`src/rtl/serial_adder.sv`:
```
// Bit-serial adder: one full-adder cell and a carry flop, LSB first; SERIAL_ADDER_SUB_EN adds a subtract port.
// Latency: done pulses in the cycle after the WIDTH-th edge that follows the start-accepting edge.
// Backpressure: none; start is sampled only in IDLE and ignored while busy or done.
module serial_adder #(
    parameter int WIDTH = 8
) (
    input  logic             clk,
    input  logic             rst,
    input  logic             start,
`ifdef SERIAL_ADDER_SUB_EN
    input  logic             sub,
`endif
    input  logic [WIDTH-1:0] a,
    input  logic [WIDTH-1:0] b,
    input  logic             cin,
    output logic             busy,
    output logic             done,
    output logic [WIDTH-1:0] sum,
    output logic             cout,
    output logic             ovf
);

    localparam int CW = $clog2(WIDTH);

    typedef enum logic [1:0] {
        IDLE = 2'd0,
        RUN  = 2'd1,
        DONE = 2'd2
    } state_t;

    state_t           state;
    state_t           state_nxt;
    logic [WIDTH-1:0] a_sh;
    logic [WIDTH-1:0] b_sh;
    logic [WIDTH-1:0] res;
    logic [CW-1:0]    cnt;
    logic             carry;
    logic             accept;
    logic             last_bit;
    logic             s_bit;
    logic             c_nxt;
    logic [WIDTH-1:0] b_load;
    logic             c_load;
    logic [WIDTH-1:0] res_nxt;

    // Subtraction is a + ~b + 1, so the operand is inverted at capture and the datapath stays shared.
`ifdef SERIAL_ADDER_SUB_EN
    assign b_load = sub ? ~b : b;
    assign c_load = sub ? 1'b1 : cin;
`else
    assign b_load = b;
    assign c_load = cin;
`endif

    assign last_bit = (cnt == CW'(WIDTH - 1));
    assign s_bit    = a_sh[0] ^ b_sh[0] ^ carry;
    assign c_nxt    = (a_sh[0] & b_sh[0]) | ((a_sh[0] ^ b_sh[0]) & carry);
    assign res_nxt  = {s_bit, res[WIDTH-1:1]};

    always_ff @(posedge clk or posedge rst) begin
        if (rst) begin
            state <= IDLE;
        end else begin
            state <= state_nxt;
        end
    end

    always_comb begin
        state_nxt = state;
        busy      = 1'b0;
        done      = 1'b0;
        accept    = 1'b0;
        case (state)
            IDLE: begin
                if (start) begin
                    accept    = 1'b1;
                    state_nxt = RUN;
                end
            end
            RUN: begin
                busy = 1'b1;
                if (last_bit) begin
                    state_nxt = DONE;
                end
            end
            DONE: begin
                done      = 1'b1;
                state_nxt = IDLE;
            end
            default: state_nxt = IDLE;
        endcase
    end

    always_ff @(posedge clk or posedge rst) begin
        if (rst) begin
            a_sh  <= '0;
            b_sh  <= '0;
            res   <= '0;
            cnt   <= '0;
            carry <= 1'b0;
            sum   <= '0;
            cout  <= 1'b0;
            ovf   <= 1'b0;
        end else if (accept) begin
            a_sh  <= a;
            b_sh  <= b_load;
            res   <= '0;
            cnt   <= '0;
            carry <= c_load;
        end else if (state == RUN) begin
            a_sh  <= a_sh >> 1;
            b_sh  <= b_sh >> 1;
            res   <= res_nxt;
            carry <= c_nxt;
            if (last_bit) begin
                // Carry into the MSB is the flop value; carry out of it is c_nxt.
                sum  <= res_nxt;
                cout <= c_nxt;
                ovf  <= carry ^ c_nxt;
            end else begin
                cnt <= cnt + 1'b1;
            end
        end
    end

endmodule

```
`config.mk`:
```
export PLATFORM = sky130hd
export DESIGN_NAME = serial_adder
export DESIGN_NICKNAME = d
export VERILOG_FILES = /design/src/rtl/serial_adder.sv
export SDC_FILE = /design/constraint.sdc
export NUM_CORES = 1
export LEC_CHECK = 0
export CAP_MARGIN = 20
export CORE_UTILIZATION = 56
export CTS_CLUSTER_DIAMETER = 120
export DETAILED_ROUTE_END_ITERATION = 7
export PLACE_DENSITY_LB_ADDON = 0.1
export SYNTH_ARGS = -nofsm -noshare
export SYNTH_HDL_FRONTEND = slang
export SYNTH_SLANG_ARGS = --single-unit
export TNS_END_PERCENT = 10
```
`constraint.sdc`:
```
create_clock -name clk -period 2.7 [get_ports clk]
set_clock_uncertainty 0.05 [all_clocks]
set_input_delay 0.405 -clock clk [delete_from_list [all_inputs] [get_ports clk]]
set_output_delay 0.405 -clock clk [all_outputs]
set_load 0.01 [all_outputs]
```
Word level (Yosys, flattened, before mapping)
Cells that the tools add are included.
Widths: inputs -> output; s select.
Storage, ports and cells
  bits of input ports: 20
  bits in registers: 40
  output and inout port bits: 12
Cells by class
  eq/ne operators: 6
  muxes and demuxes: 18
  reductions and logical operators: 5
  bitwise operators: 7
  add/sub/neg operators: 1
Operators with widths (number)
  $mux 8: 6
  $mux 3: 3
  $mux 1: 6
  $ne 2x2->1 const B: 3
  $mux 2: 2
  $pmux 2 s2: 1
  $reduce_and 2->1: 2
  $add 3x1->3 const B: 1
  $eq 3x3->1 const B: 1
  $reduce_and 3->1: 1
  $xor 1x1->1: 3
  $and 1x1->1: 2
  $eq 2x1->1 const B: 1
  $eq 2x2->1 const B: 1
  $logic_not 2->1: 1
  $reduce_bool 2->1: 1
  $not 1->1: 1
  $or 1x1->1: 1

Logic depth before layout (Yosys ltp)
  word-level depth: 5
  gate-level depth with buffers: 6
  depth with buffers taken out: 5

Least setup slack after synthesis
OpenSTA, ideal clock, no wires.
  kind: register to register
  start point: register cnt[0]
  end point: register cout
  clock period less this slack: 1.548 ns
  data required time: 2.525 ns
  slack: 1.152 ns
  arrival: 1.373 ns
  library setup time: 0.125 ns
  path buffers: 1
  stages on the path, launching flop included: 6
  cells stage by stage: dfrtp_1 > ha_1 > ha_1 > nand3b_4 > buf_6 > mux2_4
Between the ends
  cells in the longest elaborated chain, start to end: 2
RTL lines
  start, declared: RTL line 36  | logic [CW-1:0] cnt;
  start signal, assigned: RTL line 121  | cnt <= cnt + 1'b1;
  $eq 3x3->1: RTL line 55  | assign last_bit = (cnt == CW'(WIDTH - 1));
  $reduce_and 3->1 (no source line)
  end signal, assigned: RTL line 118  | cout <= c_nxt;
  end, declared: RTL line 19  | output logic cout,
Every way passes these cells.
A chain may end at the register's enable or synchronous reset.

Worst setup path in the final report
  start point: register state[1]
  end point: output busy
Between the ends
  cells in the longest elaborated chain, start to end: 2
RTL lines
  start, declared: RTL line 31  | state_t state;
  start signal, assigned: RTL line 64  | state <= state_nxt;
  $eq 2x1->1: RTL line 73  | case (state)
  $mux 1: RTL line 73
  end, declared: RTL line 16  | output logic busy,
Every way passes these cells.

==> metrics.md <==
| Metric | Value |
|---|---|
| Max Buffers Root-to-Sink | 2 |
| Floorplan core area | roughly 0.0031 mm^2 |
| Synthesized-area fraction occupied by xor and xnor cells | less than 1% |
| Synthesized netlist net count | between 150 and 200 |
| Fraction of layout instances using a drive strength above 1 | around 16% |
| Average detailed-routed wire length per instance | approximately 15 um |
| Cell chain of the critical path | nand2b_1, inv_1, clkdlybuf4s50_1 |
| Post-synthesis register bit count | 39 |
| Detailed Route Iter0 Violations | 25 |
| Type of the tightest min-delay check | input pin to async pin |
| Global-route total usage across every layer | a little under a quarter |
| Source-to-sink clock delay at the later pin of the worst-skew pair | 0.35 ns |
| # clock sinks | 39 |
| Final hold vios | 0 |
| Cell class contributing the biggest share of worst-path delay | buffers and inverters |
| Total wire length after detailed routing | between 3000 and 4000 um |
| Data required time of the worst path | approximately 2.3 ns |
| Crit-path max cell delay | just under 0.6 ns |
| Unique masters post-synth | 29 |
| Post-Syn Area per Cell | around 12 um^2 |
| Cell Count, Final, Fillers Out | 227 |
| Via count of the first global-routing pass | between 1000 and 1500 |
| Power per standard cell area | 1210 mW/mm^2 |
| Worst-case setup slack after placement | 0.805 ns |
| Fin crit period | around 2.3 ns |
| Total of fill cells in the finished design | between 200 and 300 |
| Starting density of the core | about three fifths |
| Combinational family with the most area after synthesis | simple AND/OR/NAND/NOR gates |
| Number of H-tree branching levels | 2 |
| Synth Area in Adders | about 2.5% |
| Peak fanout along the critical path | 8 |
| Transition time at the pin with the least slew margin | roughly 0.49 ns |
| ANT cells | 0 |
| Commonest cells after routing, fill and taps aside | sky130_fd_sc_hd__dfrtp_1 (39), sky130_fd_sc_hd__clkdlybuf4s50_1 (31), sky130_fd_sc_hd__nor2_1 (19) |
| Critical Path Stages | 3 |
| Antenna violations before repair | 0 |
| Standby leakage power | between 0.9 and 1 nW |
| Kind of critical path | register to primary output |
| Synthesis-to-finish area growth | 23.0% |
| Finished Core Util | between 70% and 80% |
| Die outline height | between 50 and 60 um |
| Final global-route overflow total | 0 |
| R2R Path Start | cnt[0]$_DFFE_PP0P_ |
| Via density per instance | roughly 5.6 |
| Clock root cell | sky130_fd_sc_hd__clkbuf_4 |
| Max VDD drop | 0.589 mV |
| Synthesized instance count | around 150 |
| Setup repair after global routing missed its margin | no |
| Number of nets still failing antenna checks after routing | 0 |
| Final count of pins violating max slew | 0 |
| Number of buffers inserted by hold repair at cts | 0 |
| Area of the die | about 0.0035 mm^2 |
| Final number of setup-violating endpoints | 0 |
| Die Span X | a little under 60 um |
| Number of top-level pins | 32 |
| Routability cong. | approximately 0.70 |
| Synthesized-area fraction occupied by ao, oa, aoi and oai cells | between 10% and 20% |
| Number of buffers inserted by port buffering | 31 |
| Slowest library cell on the worst path | sky130_fd_sc_hd__clkdlybuf4s50_1 |
| Cts repair resizes | 0 |
| Number of buffers added by the clock tree synthesis step | 5 |
| Endpoint of the worst setup timing path | busy |
| Final critical-path setup slack | 0.406 ns |
| Count of vias placed by the detailed router | around 1300 |
| Number of maximum-capacitance constraint violations | 0 |
| Cells after DPL | roughly 220 |
| Crit. Startpoint | state[1]$_DFFE_PP0P_ |
| Minimum setup slack among reg-to-reg paths | 1.05 ns |
| Kind of end point of the critical path | primary output |
| Leading cell type in the layout, fill and taps excluded | sky130_fd_sc_hd__dfrtp_1 |
| Warnings, synthesis | 0 |
| Share of synthesized cell area in and, or, nand and nor gates | 20.2% |
| Post-Synthesis Cell Area | 0.00181 mm^2 |
| Clock tree from TritonCTS | yes |
| Slew margin rel. | 67.2% |
| Reg2Reg Depth | 4 |
| FF-to-FF End | sum[7]$_DFFE_PP0P_ |
| Maximum frequency from static timing analysis | about 0.44 GHz |
| Data arrival time of the critical path | 1.84 ns |
| Post-synthesis sequential area ratio | 53.9% |
| Number of detailed-routing iterations run before antenna repair | 4 |
| FP Rows | 20 |
| Largest net degree at the start of global routing | 40 |
| Status | finished clean |
| CTS clk-pin slew, worst paths | roughly 0.12 ns |
| Worst setup SP type | register |
| Sum of negative setup slack | 0 ns |
| Portion of netlist area occupied by mux cells | under 10% |
| # nets final | 205 |
| Residual DRC | 0 |
| Power, Total | around 2.7 mW |
| Buffers and inverters on the worst path | 2 |
| Final Cycle Share | a little over four fifths |
| # Post-CTS Setup Buffers | 0 |
| First-pass GRT wire length | just under 6000 um |
| Detail Placement HPWL | about 2400 um |
where the power goes:
group          switching [mW]  leakage, nW  internal [mW]  total [mW]
combinational           0.544        0.466          0.632        1.18
sequential              0.173        0.479          0.857        1.03
clock                   0.201       0.0514          0.288       0.489
total                   0.918        0.996           1.78        2.69
worst min-delay path, cell delays in order:
cell	delay (ns)
sky130_fd_sc_hd__clkdlybuf4s50_1	0.39
sky130_fd_sc_hd__inv_1	0.05
sky130_fd_sc_hd__buf_4	0.41
stage by stage:
stage	area (um^2)	hold WS, ns
6_report	2230	0.401
5_1_grt	2230	0.451
3_5_place_dp	2120	0.425
4_1_cts	2230	0.414
2_1_floorplan	1810	0.413
3_3_place_gp	2120	0.422
area by class of cell:
| cell class | instances | area (um^2) | area share, % |
|---|---|---|---|
| clock buffer | 5 | 37.5 | 1.68 |
| clock inverter | 3 | 67.6 | 3.03 |
| inverter | 4 | 15.0 | 0.674 |
| multi-input combinational | 98 | 744 | 33.4 |
| sequential | 39 | 976 | 43.8 |
| tap | 44 | 55.1 | 2.47 |
| timing repair buffer | 34 | 333 | 14.9 |
kinds of logic (layout without fill, tap and decap cells):
group / Yosys count / count (layout)
flops: 39 / 39
fa+ha+maj: 3 / 3
mux: 10 / 10
xor+xnor: 1 / 1
simple gates: 61 / 61
buf+inv: 14 / 46
compound gates: 23 / 23
worst min-delay path by stage:
| stage | end | slack [ns] | start |
|---|---|---|---|
| 2_1_floorplan | b_sh[1]$_DFFE_PP0P_ | 0.41 | b_sh[1]$_DFFE_PP0P_ |
| 3_3_place_gp | sum[7]$_DFFE_PP0P_ | 0.42 | sum[7]$_DFFE_PP0P_ |
| 3_5_place_dp | ovf$_DFFE_PP0P_ | 0.42 | ovf$_DFFE_PP0P_ |
| 4_1_cts | res[4]$_DFFE_PP0P_ | 0.41 | rst |
| 5_1_grt | state[1]$_DFFE_PP0P_ | 0.45 | rst |
| 6_report | cnt[0]$_DFFE_PP0P_ | 0.40 | rst |
sequential cells by signal, indices dropped and copies added (netlist names):
name,count
sum,8
a_sh,8
res,7
state,2
cout,1
cnt,3
carry,1
ovf,1
b_sh,8
cell usage after synthesis:
cell type	instances	area share (%)
sky130_fd_sc_hd__dfrtp_1	39	54
sky130_fd_sc_hd__nor2_1	19	3.9
sky130_fd_sc_hd__nor3_1	18	5.0
sky130_fd_sc_hd__a22o_1	14	6.8
sky130_fd_sc_hd__nor3b_1	11	4.6
sky130_fd_sc_hd__mux2_4	7	5.8
sky130_fd_sc_hd__nor3_2	6	3.3
sky130_fd_sc_hd__buf_2	4	1.1
sky130_fd_sc_hd__a21oi_1	3	0.83
sky130_fd_sc_hd__inv_1	3	0.62
sky130_fd_sc_hd__nand2b_1	3	1.0
sky130_fd_sc_hd__o32ai_1	3	1.5
sky130_fd_sc_hd__buf_4	2	0.83
sky130_fd_sc_hd__buf_6	2	1.2
sky130_fd_sc_hd__ha_1	2	1.4
sky130_fd_sc_hd__mux2_1	2	1.2
sky130_fd_sc_hd__buf_8	1	0.83
sky130_fd_sc_hd__clkbuf_1	1	0.21
sky130_fd_sc_hd__fa_1	1	1.1
sky130_fd_sc_hd__inv_2	1	0.21
sky130_fd_sc_hd__mux2_2	1	0.62
sky130_fd_sc_hd__nand2_1	1	0.21
sky130_fd_sc_hd__nand2_4	1	0.62
sky130_fd_sc_hd__nand3b_4	1	1.1
sky130_fd_sc_hd__o21ai_1	1	0.28
sky130_fd_sc_hd__o21ba_2	1	0.55
sky130_fd_sc_hd__o22ai_1	1	0.35
sky130_fd_sc_hd__or2_4	1	0.48
sky130_fd_sc_hd__xnor2_1	1	0.48
metal layers:
layer	up-vias	track usage [%]	part of all wire, %	wire length (um)
li1	599	-	-	-
met1	629	29.2	45	1540
met2	39	36.7	49	1650
met3	8	6.81	4.1	138
met4	0	8.16	2.0	69
met5	-	0	0	0
(Power assumes the default switching activity.)
